===== src/rtl/bht_update_ctrl.sv =====
// BHT write-port sequencer: pattern-table init walk, then in-order
// draining of queued resolved-branch updates, one write per cycle.
module bht_update_ctrl #(
  parameter int DEPTH        = 4,
  parameter int INIT_ENTRIES = 1024,
  localparam int PW = $clog2(DEPTH),
  localparam int CW = PW + 1,
  localparam int IW = $clog2(INIT_ENTRIES)
) (
  input  logic          clk,
  input  logic          reset,
  input  logic          upd_valid,
  input  logic [15:0]   upd_pc,
  input  logic          upd_taken,
  output logic          upd_ready,
  input  logic          flush,
  input  logic          reinit,
  input  logic          hold,
  output logic          bht_write,
  output logic [15:0]   bht_write_pc,
  output logic          bht_taken,
  output logic          init_write,
  output logic [IW-1:0] init_index,
  output logic          init_active,
  output logic [CW-1:0] count
);

  typedef enum logic {INIT, RUN} state_e;

  typedef struct packed {
    logic [15:0] pc;
    logic        taken;
  } upd_t;

  state_e          state_q, state_d;
  logic [IW-1:0]   idx_q, idx_d;
  logic [PW-1:0]   wr_q, wr_d;
  logic [PW-1:0]   rd_q, rd_d;
  logic [CW-1:0]   cnt_q, cnt_d;
  upd_t            mem_q [DEPTH];
  logic            run, push, pop;

  assign run         = (state_q == RUN);
  assign init_active = !run;
  assign init_write  = !run;
  assign init_index  = idx_q;
  assign count       = cnt_q;

  // Readiness ignores a same-cycle pop so it never depends on hold.
  assign upd_ready = run && (cnt_q != CW'(DEPTH))
                   && !flush && !reinit;
  assign bht_write = run && (cnt_q != '0)
                   && !hold && !flush && !reinit;

  assign push = upd_valid && upd_ready;
  assign pop  = bht_write;

  assign bht_write_pc = mem_q[rd_q].pc;
  assign bht_taken    = mem_q[rd_q].taken;

  always_comb begin
    state_d = state_q;
    idx_d   = idx_q;
    wr_d    = wr_q;
    rd_d    = rd_q;
    cnt_d   = cnt_q;
    unique case (state_q)
      INIT: begin
        if (reinit) begin
          idx_d = '0;
        end else begin
          idx_d = idx_q + IW'(1);
          if (idx_q == IW'(INIT_ENTRIES - 1))
            state_d = RUN;
        end
      end
      RUN: begin
        if (reinit) begin
          state_d = INIT;
          idx_d   = '0;
          wr_d    = '0;
          rd_d    = '0;
          cnt_d   = '0;
        end else if (flush) begin
          wr_d  = '0;
          rd_d  = '0;
          cnt_d = '0;
        end else begin
          if (push) wr_d = wr_q + PW'(1);
          if (pop)  rd_d = rd_q + PW'(1);
          cnt_d = cnt_q + CW'(push) - CW'(pop);
        end
      end
      default: state_d = INIT;
    endcase
  end

  always_ff @(posedge clk) begin
    if (reset) begin
      state_q <= INIT;
      idx_q   <= '0;
      wr_q    <= '0;
      rd_q    <= '0;
      cnt_q   <= '0;
    end else begin
      state_q <= state_d;
      idx_q   <= idx_d;
      wr_q    <= wr_d;
      rd_q    <= rd_d;
      cnt_q   <= cnt_d;
    end
  end

  // Storage needs no reset; only the pointers define validity.
  always_ff @(posedge clk) begin
    if (push)
      mem_q[wr_q] <= '{pc: upd_pc, taken: upd_taken};
  end

endmodule


===== config.mk =====
export PLATFORM = sky130hd
export DESIGN_NAME = bht_update_ctrl
export DESIGN_NICKNAME = d
export VERILOG_FILES = /design/src/rtl/bht_update_ctrl.sv
export SDC_FILE = /design/constraint.sdc
export NUM_CORES = 1
export LEC_CHECK = 0
export BUFFER_PORTS_ARGS = -buffer_cell sky130_fd_sc_hd__buf_2
export CORE_ASPECT_RATIO = 2
export CORE_UTILIZATION = 30
export CTS_BUF_LIST = sky130_fd_sc_hd__clkbuf_2 sky130_fd_sc_hd__clkbuf_4 sky130_fd_sc_hd__clkbuf_8
export CTS_CLUSTER_SIZE = 30
export DETAILED_ROUTE_END_ITERATION = 8
export HOLD_SLACK_MARGIN = 0.1
export PLACE_DENSITY = 0.47
export RECOVER_POWER = 100
export SYNTH_ARGS = -nofsm -noshare
export SYNTH_HDL_FRONTEND = slang
export SYNTH_SLANG_ARGS = --single-unit
export TNS_END_PERCENT = 20

===== constraint.sdc =====
create_clock -name clk -period 2.4 [get_ports clk]
set_input_delay 0.36 -clock clk [delete_from_list [all_inputs] [get_ports clk]]
set_output_delay 0.36 -clock clk [all_outputs]
set_load 0.01 [all_outputs]

==> results summary <==
The flow ran to the end, and the final reports show no timing, DRC or antenna violations. In the global route stage, overall resource usage came out at 0.1265. The share of total power dissipated in the clock network is 0.380.

The half-perimeter wire length after placement is 4785 um. In the synthesized netlist the dominant register cell turns out to be edfxtp_1. Of the total synthesized cell area, the portion taken by full adders, half adders and majority gates is 0.02695.

The static leakage came out at 1.383 nW. Setup violations remaining at the end of the flow were counted as 0. The layout overhead on the synthesized area came out at 19.43%. The combinational fraction of design power is 0.017. The cell area after synthesis came out at 3528 sq um.

The sort of element at the start of the critical path is a flip-flop. The worst-case clock buffer depth came out at 2. For the worst-skew pair, the clock arrives at the later sink with an insertion delay of 0.35 ns. Synthesis inferred 88 register bits.

The die footprint is 12230 sq um. The fraction of power consumed by sequential logic is 0.603. The worst-case clock skew is 0.01242 ns. The slew at the pin closest to its max-slew limit came out at 0.5170 ns.

The total I/O pin count came out at 57. The total congestion overflow is 0. The initial core utilization is 0.3107. The number of flops mapped to enable cells by yosys came out at 68.

Using the TritonRoute via totals, the vias-per-cell ratio works out to 4.789. The clock transition at the registers of the reported paths is 0.09 ns. The number of antenna-violating nets in the routed design is 0. The cell count after placement is 415. The fraction of the yosys area taken by sequential cells is 0.6922. The tree built by TritonCTS fans out to 88 sinks.

The switching power as a share of total power came out at 0.2114. The analysis attributes to net switching a power of 574.5 uW. At the end of the flow, the number of nets in the layout was 314.

The number of global-route vias before repair is 2147. The number of antenna diodes in the final layout is 0. The number of optimization iterations in the first detailed-route pass is 4. The net count after synthesis is 243. The headroom to the max-slew limit came out at 0.6554. The required time reported for the critical path endpoint came out at 2.69 ns. The worst-path maximum fanout came out at 8.

Entering global routing, the biggest net connects 18 pins. The final non-filler cell total came out at 431. The worst supply voltage drop on vdd is 217.3 uV. The endpoint class of the critical path is a flip-flop.

The count of synthesis-stage warnings from yosys is 0. Traced cell by cell, the critical path runs through or3b_2, o2111ai_1, a21boi_1, ha_1, inv_1, fa_1, nor4b_2, a21oi_1, nor2_1. The register-to-register setup slack is 0.19 ns. The post-synthesis share of cell area spent on xor and xnor gates is 0.01241. After detailed routing, the number of remaining DRC violations is 0. The first global-routing pass estimated 11320 um of wire. In this run the worst hold path is classified as in2reg. The buffer and inverter count on the worst path is 1. Among cell families on the critical path, the largest total delay comes from simple AND/OR/NAND/NOR gates. Buffers inserted to repair hold after CTS numbered 0. The x dimension of the die is 78.69 um. The average wire per cell in the routed design is 16.39 um. The cell row count is 55. The proportion of layout cells with a drive suffix above 1 is 0.2664.

The max-slew violation total from the final report is 0. The clock period minus worst slack came out at 2.215 ns. By area, the combinational part of the netlist is dominated by multiplexers.

The detailed router finished its first iteration with 110 violations. After routing, the total negative slack on setup checks comes to 0 ns. The kind of critical path is reg2reg. The area inside the core boundary came out at 11350 sq um.

Routability-driven placement finished with a final weighted congestion of 0.8151. The internal power of the cells totals 2.142 mW. The post-synthesis compound-gate area fraction came out at 0.04716. The number of CTS-inserted buffers is 9. The areal power density over the cells came out at 644.7 nW/um^2.

The CTS H-tree depth came out at 3. The final layout contains routed wiring with a total length of 7065 um. The number of different library cells used by synthesis comes to 43. The maximum achievable frequency is 451.5 MHz. Max-cap violations in this run came to 0. Dividing the final minimum period by the clock period gives 0.9229. The post-synthesis instance total came out at 213. The simple-gate area share of the yosys netlist is 0.08617. Setup repair after global routing left no endpoint under its margin. The initial antenna violation count was 0. The die height came out at 155.4 um. The cell at the slowest stage of the critical path is or3b_2.

The average cell area after synthesis is 16.57 sq um. The root buffer cell is clkbuf_8. The fraction of synthesized area in multiplexers came out at 0.1142. TritonCTS built the clock tree. The detailed router placed 2064 vias in this run. The arrival time of data at the critical path endpoint is 2.51 ns. The total of buffers placed on input and output ports is 56. On the worst path, the slowest cell contributes a delay of 0.48 ns. The async set-or-reset flop fraction in the synthesized netlist came out at 0. The total count of hold-check failures in the final report came out at 0.
==> state kept, by name, summed over array words and instances (netlist names), named ones only <==
register / count
count: 3
mem_q: 68
init_index: 10
run: 1
rd_q: 2
wr_q: 2
==> cell families after synthesis <==
family                   count (synthesis)
AO/OA/AOI/OAI                           25
buffers and inverters                   17
adder cells (fa/ha/maj)                  7
flip-flops                              88
multiplexers                            19
AND/OR/NAND/NOR                         52
XOR/XNOR                                 5
==> worst paths after layout <==
path                  from            end  cells after the start
max               count[2]       count[1]                      9
min              upd_pc[2]    mem_q[3][3]                      1
max reg2reg       count[2]       count[1]                      9
min reg2reg  init_index[9]  init_index[9]                      2
==> worst reg2reg max path: cells and delay by family, from the launching register on <==
kind | cells | cell delay, ns
buffers and inverters | 1 | 0.07
AOI/OAI and AO/OA | 3 | 0.27
adders and majority gates | 2 | 0.60
and+or+nand+nor | 3 | 0.79
DFF | 1 | 0.42
==> through the flow <==
| step | power [mW] | hold WS (ns) | utilization | area, sq um | setup slack [ns] |
|---|---|---|---|---|---|
| after floorplan | 1.688 | 0.4589 | - | 3528 | 0.005609 |
| after global placement | 1.723 | 0.4801 | 0.3558 | 4040 | 0.1409 |
| after detailed placement | 1.726 | 0.4963 | 0.3558 | 4040 | 0.07835 |
| after CTS | 2.773 | 0.1877 | 0.3734 | 4240 | 0.04875 |
| after global routing | 2.826 | 0.2549 | 0.3711 | 4214 | 0.002648 |
| final | 2.717 | 0.2597 | 0.3711 | 4214 | 0.1850 |
==> cell usage after synthesis, types with 3 or more instances <==
cell type	count	area (sq um)
a21oi_1	9	45.04
and3_1	5	31.28
clkbuf_1	4	15.01
dfxtp_1	20	400.4
edfxtp_1	68	2042
ha_1	6	75.07
inv_1	8	30.03
mux4_2	17	382.9
nand2_1	6	22.52
nand3_1	6	30.03
nor2_1	10	37.54
o21ai_0	3	15.01
o31ai_1	3	22.52
or3_1	3	18.77
or4_1	5	37.54
xor2_1	3	26.28
==> what timing repair did <==
item	4_1_cts	5_1_grt
setup buffers	0	0
endpoints found under the setup margin	0	2
resized for setup	0	6
==> power by group through the flow <==
stage / Sequential [mW] / Combinational [mW] / Clock [mW]
finish: 1.64 / 0.0461 / 1.03
floorplan: 1.68 / 0.0125 / 0
CTS: 1.64 / 0.0511 / 1.08
detailed placement: 1.67 / 0.0510 / 0
global route: 1.64 / 0.0531 / 1.13
global placement: 1.67 / 0.0489 / 0
==> cells in the final DEF, fill, tap and decap left out, types with 2 or more instances in the layout <==
| cell | instances |
|---|---|
| and3_1 | 5 |
| or3_1 | 3 |
| nor2_1 | 10 |
| dfxtp_1 | 19 |
| clkinvlp_4 | 2 |
| nor2b_1 | 2 |
| xor2_1 | 3 |
| nand2_1 | 6 |
| inv_6 | 3 |
| o31ai_1 | 3 |
| mux2i_1 | 2 |
| a21oi_1 | 9 |
| nand2b_1 | 2 |
| buf_2 | 26 |
| mux4_2 | 17 |
| nand3_1 | 6 |
| clkbuf_8 | 9 |
| clkbuf_1 | 32 |
| or4_1 | 5 |
| inv_1 | 8 |
| edfxtp_1 | 68 |
| o21ai_0 | 3 |
| o2111ai_1 | 2 |
| nand4b_1 | 2 |
| buf_4 | 9 |
| xnor2_1 | 2 |
| ha_1 | 6 |
==> routing by layer <==
metal / global-route usage / up-vias / wire length [um]
li1: - / 985 / -
met1: 0.1321 / 1022 / 2666
met2: 0.2302 / 52 / 4026
met3: 0.02815 / 5 / 287
met4: 0.06614 / 0 / 83
met5: 0 / - / 0
==> final cells by class <==
| type | count | area [sq um] |
|---|---|---|
| multi-input combinational | 108 | 1032 |
| inverter | 8 | 30.03 |
| fill | 1139 | 7141 |
| clock buffer | 9 | 123.9 |
| sequential | 88 | 2444 |
| timing repair buffer | 69 | 330.3 |
| tap | 142 | 177.7 |
| clock inverter | 7 | 76.32 |
(Power assumes the default switching activity.)
